===== src/rtl/mc_sequencer.sv =====
// mc_sequencer: multicycle control sequencer for the MIPS-subset core, driven by a pre-decoded class.
// Optional feature macro MC_SEQ_PERF_EN adds the cyc_cnt/ret_cnt performance counters.
module mc_sequencer #(
    parameter int MEM_WAIT   = 1,
    parameter int SHIFT_LAT  = 2,
    parameter int MD_TIMEOUT = 40,
    parameter int CNT_W      = 6
) (
    input  logic        clk,
    input  logic        reset_in,
    input  logic [3:0]  iclass,
    input  logic        overflow,
    input  logic        branch_taken,
    input  logic        div_zero,
    input  logic        md_done,
    output logic        reset_out,
    output logic        pc_w,
    output logic        ir_w,
    output logic        ab_w,
    output logic        aluout_w,
    output logic        mdr_w,
    output logic        rb_w,
    output logic        hilo_w,
    output logic        epc_w,
    output logic        mem_w,
    output logic        mem_addr_sel,
    output logic [2:0]  pc_src,
    output logic        md_start,
    output logic [1:0]  exc_code,
    output logic [3:0]  state,
    output logic        halted,
    output logic [31:0] cyc_cnt,
    output logic [31:0] ret_cnt
);

    typedef enum logic [3:0] {
        S_RESET      = 4'd0,
        S_FETCH      = 4'd1,
        S_FETCH_WAIT = 4'd2,
        S_IR_LOAD    = 4'd3,
        S_DECODE     = 4'd4,
        S_EXEC       = 4'd5,
        S_MEM        = 4'd6,
        S_MEM_WAIT   = 4'd7,
        S_MDR        = 4'd8,
        S_WB         = 4'd9,
        S_MD_WAIT    = 4'd10,
        S_HILO       = 4'd11,
        S_EXC        = 4'd12,
        S_EXC_VEC    = 4'd13,
        S_HALT       = 4'd14
    } state_t;

    localparam logic [3:0] C_ALU_R   = 4'd0;
    localparam logic [3:0] C_ALU_I   = 4'd1;
    localparam logic [3:0] C_SHIFT   = 4'd2;
    localparam logic [3:0] C_LOAD    = 4'd3;
    localparam logic [3:0] C_STORE   = 4'd4;
    localparam logic [3:0] C_BRANCH  = 4'd5;
    localparam logic [3:0] C_JUMP    = 4'd6;
    localparam logic [3:0] C_JAL     = 4'd7;
    localparam logic [3:0] C_JR      = 4'd8;
    localparam logic [3:0] C_MULTDIV = 4'd9;
    localparam logic [3:0] C_MFHILO  = 4'd10;
    localparam logic [3:0] C_RTE     = 4'd11;
    localparam logic [3:0] C_BREAK   = 4'd12;

    localparam logic [2:0] PC_ALU    = 3'd0;
    localparam logic [2:0] PC_ALUOUT = 3'd1;
    localparam logic [2:0] PC_JUMP   = 3'd2;
    localparam logic [2:0] PC_EPC    = 3'd3;
    localparam logic [2:0] PC_VEC    = 3'd4;
    localparam logic [2:0] PC_A      = 3'd5;

    localparam logic [CNT_W-1:0] CNT_ONE      = CNT_W'(1);
    localparam logic [CNT_W-1:0] MEM_WAIT_C   = CNT_W'(MEM_WAIT);
    localparam logic [CNT_W-1:0] SHIFT_LAT_C  = CNT_W'(SHIFT_LAT);
    localparam logic [CNT_W-1:0] MD_TIMEOUT_C = CNT_W'(MD_TIMEOUT);

    typedef struct packed {
        logic       pc_w;
        logic       ir_w;
        logic       ab_w;
        logic       aluout_w;
        logic       mdr_w;
        logic       rb_w;
        logic       hilo_w;
        logic       epc_w;
        logic       mem_w;
        logic       mem_addr_sel;
        logic [2:0] pc_src;
        logic       md_start;
        logic       halted;
    } ctl_t;

    state_t           cur, nxt;
    logic [CNT_W-1:0] cnt, cnt_inc, cnt_nxt;
    logic [1:0]       exc_nxt;
    logic             reset_out_nxt;
    logic             counting;
    ctl_t             ctl, ctl_nxt;

    // Next-state selection; every parameterised wait exits when the incremented count equals its parameter.
    always_comb begin
        nxt     = cur;
        exc_nxt = exc_code;
        cnt_inc = cnt + CNT_ONE;
        case (cur)
            S_RESET:      nxt = S_FETCH;
            S_FETCH:      nxt = (MEM_WAIT == 0) ? S_IR_LOAD : S_FETCH_WAIT;
            S_FETCH_WAIT: if (cnt_inc == MEM_WAIT_C) nxt = S_IR_LOAD;
            S_IR_LOAD:    nxt = S_DECODE;
            S_DECODE:     nxt = S_EXEC;
            S_EXEC: begin
                case (iclass)
                    C_ALU_R, C_ALU_I: begin
                        if (overflow) begin
                            nxt     = S_EXC;
                            exc_nxt = 2'd1;
                        end else begin
                            nxt = S_WB;
                        end
                    end
                    C_SHIFT:  if (cnt_inc == SHIFT_LAT_C) nxt = S_WB;
                    C_LOAD, C_STORE: nxt = S_MEM;
                    C_BRANCH, C_JUMP, C_JAL, C_JR, C_RTE: nxt = S_FETCH;
                    C_MULTDIV: begin
                        if (div_zero) begin
                            nxt     = S_EXC;
                            exc_nxt = 2'd2;
                        end else begin
                            nxt = S_MD_WAIT;
                        end
                    end
                    C_MFHILO: nxt = S_WB;
                    C_BREAK:  nxt = S_HALT;
                    default: begin
                        nxt     = S_EXC;
                        exc_nxt = 2'd0;
                    end
                endcase
            end
            S_MEM: begin
                if (iclass == C_STORE)
                    nxt = S_FETCH;
                else
                    nxt = (MEM_WAIT == 0) ? S_MDR : S_MEM_WAIT;
            end
            S_MEM_WAIT: if (cnt_inc == MEM_WAIT_C) nxt = S_MDR;
            S_MDR:      nxt = S_WB;
            S_WB:       nxt = S_FETCH;
            S_MD_WAIT: begin
                if (md_done) begin
                    nxt = S_HILO;
                end else if (cnt_inc == MD_TIMEOUT_C) begin
                    nxt     = S_EXC;
                    exc_nxt = 2'd3;
                end
            end
            S_HILO:     nxt = S_FETCH;
            S_EXC:      nxt = S_EXC_VEC;
            S_EXC_VEC:  nxt = S_FETCH;
            S_HALT:     nxt = S_HALT;
            default:    nxt = S_RESET;
        endcase

        counting = (nxt == cur) &&
                   (cur == S_FETCH_WAIT || cur == S_EXEC || cur == S_MEM_WAIT || cur == S_MD_WAIT);
        cnt_nxt  = counting ? cnt_inc : '0;
    end

    // Outputs are registered, so they are decoded from the state being entered.
    always_comb begin
        ctl_nxt       = '0;
        reset_out_nxt = (nxt == S_RESET);
        case (nxt)
            S_IR_LOAD: begin
                ctl_nxt.ir_w   = 1'b1;
                ctl_nxt.pc_w   = 1'b1;
                ctl_nxt.pc_src = PC_ALU;
            end
            S_DECODE: ctl_nxt.ab_w = 1'b1;
            S_EXEC: begin
                case (iclass)
                    C_ALU_R, C_ALU_I, C_LOAD, C_STORE: ctl_nxt.aluout_w = 1'b1;
                    C_SHIFT: ctl_nxt.aluout_w = ((cnt_nxt + CNT_ONE) == SHIFT_LAT_C);
                    C_BRANCH: begin
                        ctl_nxt.pc_src = PC_ALUOUT;
                        ctl_nxt.pc_w   = branch_taken;
                    end
                    C_JUMP: begin
                        ctl_nxt.pc_w   = 1'b1;
                        ctl_nxt.pc_src = PC_JUMP;
                    end
                    C_JAL: begin
                        ctl_nxt.pc_w   = 1'b1;
                        ctl_nxt.pc_src = PC_JUMP;
                        ctl_nxt.rb_w   = 1'b1;
                    end
                    C_JR: begin
                        ctl_nxt.pc_w   = 1'b1;
                        ctl_nxt.pc_src = PC_A;
                    end
                    C_RTE: begin
                        ctl_nxt.pc_w   = 1'b1;
                        ctl_nxt.pc_src = PC_EPC;
                    end
                    default: ;
                endcase
            end
            S_MEM: begin
                ctl_nxt.mem_addr_sel = 1'b1;
                ctl_nxt.mem_w        = (iclass == C_STORE);
            end
            S_MEM_WAIT: ctl_nxt.mem_addr_sel = 1'b1;
            S_MDR:      ctl_nxt.mdr_w = 1'b1;
            S_WB:       ctl_nxt.rb_w = 1'b1;
            S_MD_WAIT:  ctl_nxt.md_start = (cur == S_EXEC);
            S_HILO:     ctl_nxt.hilo_w = 1'b1;
            S_EXC:      ctl_nxt.epc_w = 1'b1;
            S_EXC_VEC: begin
                ctl_nxt.pc_w   = 1'b1;
                ctl_nxt.pc_src = PC_VEC;
            end
            S_HALT:     ctl_nxt.halted = 1'b1;
            default: ;
        endcase
    end

    // State, counter and output registers; reset_in overrides everything.
    always_ff @(posedge clk) begin
        if (reset_in) begin
            cur       <= S_RESET;
            cnt       <= '0;
            ctl       <= '0;
            reset_out <= 1'b1;
            exc_code  <= 2'd0;
        end else begin
            cur       <= nxt;
            cnt       <= cnt_nxt;
            ctl       <= ctl_nxt;
            reset_out <= reset_out_nxt;
            exc_code  <= exc_nxt;
        end
    end

    assign state        = cur;
    assign pc_w         = ctl.pc_w;
    assign ir_w         = ctl.ir_w;
    assign ab_w         = ctl.ab_w;
    assign aluout_w     = ctl.aluout_w;
    assign mdr_w        = ctl.mdr_w;
    assign rb_w         = ctl.rb_w;
    assign hilo_w       = ctl.hilo_w;
    assign epc_w        = ctl.epc_w;
    assign mem_w        = ctl.mem_w;
    assign mem_addr_sel = ctl.mem_addr_sel;
    assign pc_src       = ctl.pc_src;
    assign md_start     = ctl.md_start;
    assign halted       = ctl.halted;

`ifdef MC_SEQ_PERF_EN
    // Retirement is any return to FETCH except the post-reset and post-exception ones.
    always_ff @(posedge clk) begin
        if (reset_in) begin
            cyc_cnt <= '0;
            ret_cnt <= '0;
        end else begin
            if (cur != S_RESET && cur != S_HALT)
                cyc_cnt <= cyc_cnt + 32'd1;
            if (nxt == S_FETCH && cur != S_RESET && cur != S_EXC_VEC)
                ret_cnt <= ret_cnt + 32'd1;
        end
    end
`else
    assign cyc_cnt = '0;
    assign ret_cnt = '0;
`endif

endmodule


===== config.mk =====
export PLATFORM = sky130hd
export DESIGN_NAME = mc_sequencer
export DESIGN_NICKNAME = d
export VERILOG_FILES = /design/src/rtl/mc_sequencer.sv
export SDC_FILE = /design/constraint.sdc
export NUM_CORES = 1
export LEC_CHECK = 0
export ABC_AREA = 1
export BUFFER_PORTS_ARGS = -buffer_cell sky130_fd_sc_hd__buf_2
export CELL_PAD_IN_SITES_DETAIL_PLACEMENT = 1
export CELL_PAD_IN_SITES_GLOBAL_PLACEMENT = 2
export CORE_AREA = 10 10 106 108
export CTS_CLUSTER_SIZE = 30
export DETAILED_ROUTE_END_ITERATION = 10
export DIE_AREA = 0 0 116 118
export PLACE_DENSITY_LB_ADDON = 0.25
export SYNTH_ARGS = -nofsm -noshare
export SYNTH_HDL_FRONTEND = slang
export SYNTH_SLANG_ARGS = --single-unit

===== constraint.sdc =====
create_clock -name clk -period 2.3 [get_ports clk]
set_input_delay 0.575 -clock clk [delete_from_list [all_inputs] [get_ports clk]]
set_output_delay 0.575 -clock clk [all_outputs]
set_load 0.05 [all_outputs]

**After elaboration in Yosys (flattened, before gate mapping)**

Index checks and enable logic that the tools add are counted.

- Bits in registers: 28
- Bits of input ports: 10
- Output and inout bits: 86
- Logic and storage cells: 123

- Reductions and logical operators: 22
- Add/subtract/negate cells: 2
- Mux-type cells: 31
- Equality and inequality tests: 48
- Bitwise operators: 3

Operators with widths:

| cell | number |
|---|---|
| equality test 4 bit (second input constant) | 19 |
| equality test 4 x 3 -> 1 bit (second input constant) | 12 |
| one-hot mux 4 bit (12 select lines) | 1 |
| one-hot mux 4 bit (7 select lines) | 1 |
| equality test 4 x 2 -> 1 bit (second input constant) | 5 |
| two-way mux 4 bit | 5 |
| OR reduction 2 bit | 8 |
| adder 6 x 1 -> 6 bit (second input constant) | 2 |
| equality test 6 x 2 -> 1 bit (second input constant) | 2 |
| logical NOT 4 bit | 3 |
| one-hot mux 3 bit (4 select lines) | 1 |
| OR reduction 4 bit | 3 |
| OR reduction 10 bit | 1 |
| two-way mux 3 bit | 3 |
| equality test 4 x 1 -> 1 bit (second input constant) | 2 |
| two-way mux 1 bit | 8 |
| two-way mux 2 bit | 4 |
| one-hot mux 1 bit (2 select lines) | 4 |
| equality test 6 x 1 -> 1 bit (second input constant) | 1 |
| equality test 6 bit (second input constant) | 1 |
| two-way mux 6 bit | 1 |
| inequality test 2 bit (second input constant) | 3 |
| inequality test 3 bit (second input constant) | 2 |
| one-hot mux 2 bit (3 select lines) | 1 |
| 9 further kinds | 13 |

**Longest topological paths before layout**

- Word-level depth: 11
- Mapped depth: 19
- Mapped depth without buffers: 19

**Worst setup path before layout**

OpenSTA, ideal clock, no wires.

- Kind: register to register
- Start: register cur[3], in the netlist state[3]
- End: register ctl (netlist bit aluout_w)
- Arrival time: 2070 ps
- Required time: 2183 ps
- Period minus slack after synthesis: 2187 ps
- Path buffers: 1
- Library setup time: 117 ps
- Slack: 113 ps
- Cell stages (with the launch flop): 19
- Cell sequence: dfxtp_1 > buf_4 > inv_2 > nand2_2 > nor2_1 > nand2_1 > nand2_1 > a31oi_1 > nand2_1 > nor2_2 > nand2_2 > nand2_1 > nand2_2 > nor2_4 > nand3_1 > nand2_1 > nor2_1 > nor2_1 > nor2_1

- Word-level cells in the longest chain between the ends: 9
- Elaborated cells between the ends (all ways): 35
- Classes of those cells: add/sub: 1; eq/ne: 17; mux: 9; bitwise: 1; reduce/logical: 7

RTL lines:

| element | line | text |
|---|---|---|
| start: declaration | 96 | `state_t cur, nxt;` |
| start signal: assignment | 239 | `cur <= nxt;` |
| equality test 4 bit, or another cell as far along | 108 | `case (cur)` |
| OR reduction 4 bit (no line), or another cell as far along | n/a |  |
| one-hot mux 4 bit (12 select lines) / logical OR 1 bit (equally long branches) | 108, 168 |  |
| equality test 4 bit / logical OR 1 bit (equally long branches) | 167, 168 |  |
| logical AND 1 bit | 167 | `counting = (nxt == cur) &&` |
| two-way mux 6 bit | 169 | `cnt_nxt = counting ? cnt_inc : '0;` |
| adder 6 x 1 -> 6 bit | 186 | `C_SHIFT: ctl_nxt.aluout_w = ((cnt_nxt + CNT_ONE) == SHIFT_LAT_C);` |
| equality test 6 x 2 -> 1 bit | 186 |  |
| one-hot mux 1 bit (2 select lines) | 184 | `case (iclass)` |
| end signal: assignment | 241 | `ctl <= ctl_nxt;` |
| end: declaration | 101 | `ctl_t ctl, ctl_nxt;` |

Several ways; a longest one is shown, not always the timed one.
A chain may end at the register's enable or synchronous reset.

**Worst setup path in the final report**

- Start: register cur[3], in the netlist state[3]
- End: register exc_code[1]

- Word-level cells in the longest chain between the ends: 3
- Elaborated cells between the ends (all ways): 10
- Classes of those cells: eq/ne: 7; mux: 1; reduce/logical: 2

RTL lines:

| element | line | text |
|---|---|---|
| equality test 4 x 3 -> 1 bit / equality test 4 bit (equally long branches) | 108 |  |
| inequality test 3 bit (no line), or another cell as far along | n/a |  |
| AND reduction 6 bit (no line) | n/a |  |
| end signal: assignment | 243 | `exc_code <= exc_nxt;` |
| end: declaration | 29 | `output logic [1:0] exc_code,` |

Several ways; a longest one is shown, not always the timed one.

==> results <==
- The run finished with clean final reports.
- The proportion of layout cells with a drive suffix above 1 is 0.361.
- The final net count is 413.
- In this run, the number of DRC markers left after iteration 0 of detailed routing was a little under 60.
- The critical path is of the reg -> reg type.
- A synthesized cell averages between 6 and 7 µm².
- The total negative slack is 0 ns.
- TritonCTS built the clock tree.
- Across the routed clock network, the largest skew measured is ~0.004 ns.
- In this run the critical register-to-register path is launched from state[3]$_SDFF_PP0_.
- The CTS buffer count is 3.
- sky130_fd_sc_hd__buf_4 is the most common cell in the netlist.
- The via-per-instance ratio is roughly 4.
- Once layout is done, the placed cells without fillers occupy 2740 µm².
- From synthesis to final layout, the design area changed by 27.6%.
- After clock tree synthesis, the clock-pin slew on the worst setup and hold paths is around 0.1 ns.
- Along the worst hold path, the cell count comes to 2.
- The min-delay analysis places its worst path in the category reg -> reg.
- The buffer levels on the longest clock path is 2.
- The number of antenna violations at the first check in global routing was 0.
- VDD sags by at most ~0.21 mV.
- The number of endpoints with negative hold slack in the final report is 0.
- The residual overflow from global routing is 0.
- The tool flagged a number of max-cap violations equal to 0.
- The die footprint is 13700 µm².
- The endpoint with the worst hold slack is exc_code[0]$_SDFFE_PP0P_.
- The filler cells instantiated in the layout total about 1200.
- The maximum number of pins on one net before global-route repair is 17.
- The power density over cell area is 803 nW/µm².
- The number of enable flip-flop cells after synthesis is 0.
- In this run the core area contains 35 standard-cell rows.
- The chip width is about 120 µm.
- For this run, the register share of the synthesized area comes to 0.262.
- Setup repair after global routing could not meet its margin everywhere.
- The repair_antennas step left the layout with diodes totalling 0.
- For this configuration, the core starts out at a cell density of 0.235.
- Summing over every cut layer, the via total after detailed routing is 2048.
- In this run the number of H-tree levels came out at 1.
- In the synthesized netlist the dominant register cell turns out to be sky130_fd_sc_hd__dfxtp_1.
- Across every metal layer, demand over resource in global routing totals 0.0976.
- The highest clock frequency the design can meet is approximately 460 MHz.
- Data arrives at the worst endpoint at roughly 2.4 ns.
- The height of the chip is roughly 120 µm.
- The first global-routing pass estimated between 10 and 15 mm of wire.
- The number of cells on the worst reg-to-reg path is 13.
- The number of global-route vias before repair was approximately 2200.
- The worst setup path is captured at a flop.
- After synthesis, the cell types taking the most area are sky130_fd_sc_hd__dfxtp_1 26%, sky130_fd_sc_hd__buf_4 23%, sky130_fd_sc_hd__nand2_1 9.3%.
- The average wire length per cell after detail routing is 13.6 µm.
- OpenSTA, run right after detailed placement, puts the worst setup slack at -0.307 ns.
- The beginning of the worst hold path is exc_code[0]$_SDFFE_PP0P_.
- Clock tree synthesis found a total of 28 sinks.
- Dividing the final minimum period by the clock period gives 0.947.
- The post-synthesis cell type count is 32.
- The minimum clock period after layout is ~2.2 ns.
- The proportion of synthesized flip-flops having asynchronous set or reset is 0.
- The worst slack on hold paths is between 0.5 and 0.6 ns.
- The endpoint identified for the worst register-to-register timing path is exc_code[1]$_SDFFE_PP0P_.
- The clock root buffer is sky130_fd_sc_hd__clkbuf_8.
- The commonest cells after synthesis are 65 x sky130_fd_sc_hd__buf_4, 53 x sky130_fd_sc_hd__nand2_1, 46 x sky130_fd_sc_hd__nor2_1, 28 x sky130_fd_sc_hd__dfxtp_1, 28 x sky130_fd_sc_hd__inv_1.
- The total length of routed wires is 6.96 mm.
- The number of routed nets with antenna violations is 0.
- The Yosys warning count is 0.
- The core box area is 9110 µm².
- In this run the register-to-register setup slack is 0.12 ns.
- Once routing completed, OpenROAD measured the worst setup slack at 0.122 ns.
- The number of remaining DRC errors is 0.
- Setup violations remaining at the end of the flow were counted as 0.
- The post-detailed-placement half-perimeter wirelength is 5.92 mm.
- The count of input and output buffers is 31.
- The area fraction of the dominant cell type after synthesis is 0.262.
- The pre-antenna-repair detailed-routing pass consisted of 4 iterations.
- The count of pins over their slew limit is 0.
- The post-detailed-placement cell area is 2460 µm².
- The count of mapped cells out of synthesis is 320.
- The number of ports placed on the die boundary is 96.
- The required time at the endpoint of the critical path is between 2 and 3 ns.
- The leakage component of the power is approximately 0.0014 µW.
- The cell type with the largest total area after synthesis is sky130_fd_sc_hd__dfxtp_1.
- The later-pin clock latency in the skew report is between 0.2 and 0.3 ns.
- The critical-path maximum fanout is 6.
- The flop and latch count out of synthesis is 28.
- In this run the cell area of the synthesized design comes to around 2100 µm².
- The worst setup path is launched from a flop.
- The final weighted congestion of routability-driven global placement is approximately 0.74.
-- through the flow --
step | power (µW) | util | std cells
detailed placement | 1650 | 0.270 | 496
global placement | 1640 | 0.270 | 496
finish | 2200 | 0.300 | 510
floorplan | 1410 | - | 383
CTS | 2070 | 0.280 | 500
global route | 2350 | 0.300 | 510
-- logic make-up after synthesis --
family / Yosys count / synth area share
other: 1 / 0.00175
AO/OA/AOI/OAI: 27 / 0.0706
flip-flops: 28 / 0.262
buffers and inverters: 106 / 0.304
adder cells (fa/ha/maj): 3 / 0.0175
AND/OR/NAND/NOR: 154 / 0.337
XOR/XNOR: 1 / 0.00759
-- worst max path at each step --
stage | from | to | slack [ns] | cells past startpoint
6_report | state[3]$_SDFF_PP0_ | exc_code[1]$_SDFFE_PP0P_ | 0.12 | 13
4_1_cts | cnt[0]$_SDFF_PP0_ | aluout_w$_SDFF_PP0_ | 0.01 | 18
3_5_place_dp | iclass[1] | pc_src[0]$_SDFF_PP0_ | -0.31 | 16
5_1_grt | cnt[0]$_SDFF_PP0_ | aluout_w$_SDFF_PP0_ | -0.06 | 18
2_1_floorplan | state[3]$_SDFF_PP0_ | aluout_w$_SDFF_PP0_ | 0.11 | 18
3_3_place_gp | iclass[1] | pc_src[0]$_SDFF_PP0_ | -0.36 | 16
-- routing by layer --
layer	share of wire	global-route usage
met2	0.47	0.160
met5	0	0
met1	0.48	0.129
met3	0.037	0.0168
met4	0.0060	0.0211
-- power breakdown --
group / internal [µW] / switching [µW]
sequential: 523 / 37.9
combinational: 382 / 858
clock: 233 / 164
total: 1140 / 1060
-- flip-flops by register name, summed over array words and instances (netlist names) --
signal / cells
ab_w: 1
aluout_w: 1
cnt: 6
epc_w: 1
exc_code: 2
halted: 1
hilo_w: 1
ir_w: 1
md_start: 1
mdr_w: 1
mem_addr_sel: 1
mem_w: 1
pc_src: 3
pc_w: 1
rb_w: 1
reset_out: 1
state: 4
-- worst max-delay path: stages (launching register included) --
cell and delay [ns]:
sky130_fd_sc_hd__dfxtp_1 0.36, sky130_fd_sc_hd__inv_2 0.12, sky130_fd_sc_hd__nand2_2 0.12, sky130_fd_sc_hd__nor3_4 0.32, sky130_fd_sc_hd__buf_4 0.17, sky130_fd_sc_hd__buf_4 0.09, sky130_fd_sc_hd__nand3_1 0.07, sky130_fd_sc_hd__nand4_1 0.12
sky130_fd_sc_hd__nor2_2 0.06, sky130_fd_sc_hd__inv_2 0.09, sky130_fd_sc_hd__nand2_1 0.08, sky130_fd_sc_hd__nor3_2 0.23, sky130_fd_sc_hd__o21ai_0 0.12, sky130_fd_sc_hd__a31oi_1 0.14
-- cell type report --
class | count | area [µm²] | area share
multi-input cells | 249 | 1290 | 0.470
flip-flops and latches | 28 | 566 | 0.207
repair buffers | 81 | 534 | 0.195
inverters | 37 | 139 | 0.0508
well taps | 111 | 139 | 0.0508
clock buffers | 3 | 41.3 | 0.0151
clock inverters | 1 | 30.0 | 0.0110
-- placed cells by master, fill, tap and decap left out, drive strengths merged --
cell type / instances
ha: 3
inv: 36
nor3: 8
nand4: 7
xnor2: 1
a21oi: 7
bufinv: 1
nand3: 21
clkbuf: 3
o21ai: 13
nand2: 62
dfxtp: 28
buf: 81
a22oi: 1
nor4: 3
conb: 64
o31ai: 1
o211ai: 1
clkinv: 1
nor2: 53
a31oi: 4
-- repair_timing --
| item | in CTS | in global routing |
|---|---|---|
| setup buffers | 0 | 10 |
| gates resized for setup | 4 | 33 |
| pin swaps | 0 | 19 |
| hold buffers | 0 | 0 |
| setup endpoints to repair | 4 | 20 |
Power figures use the tool's default switching activity.
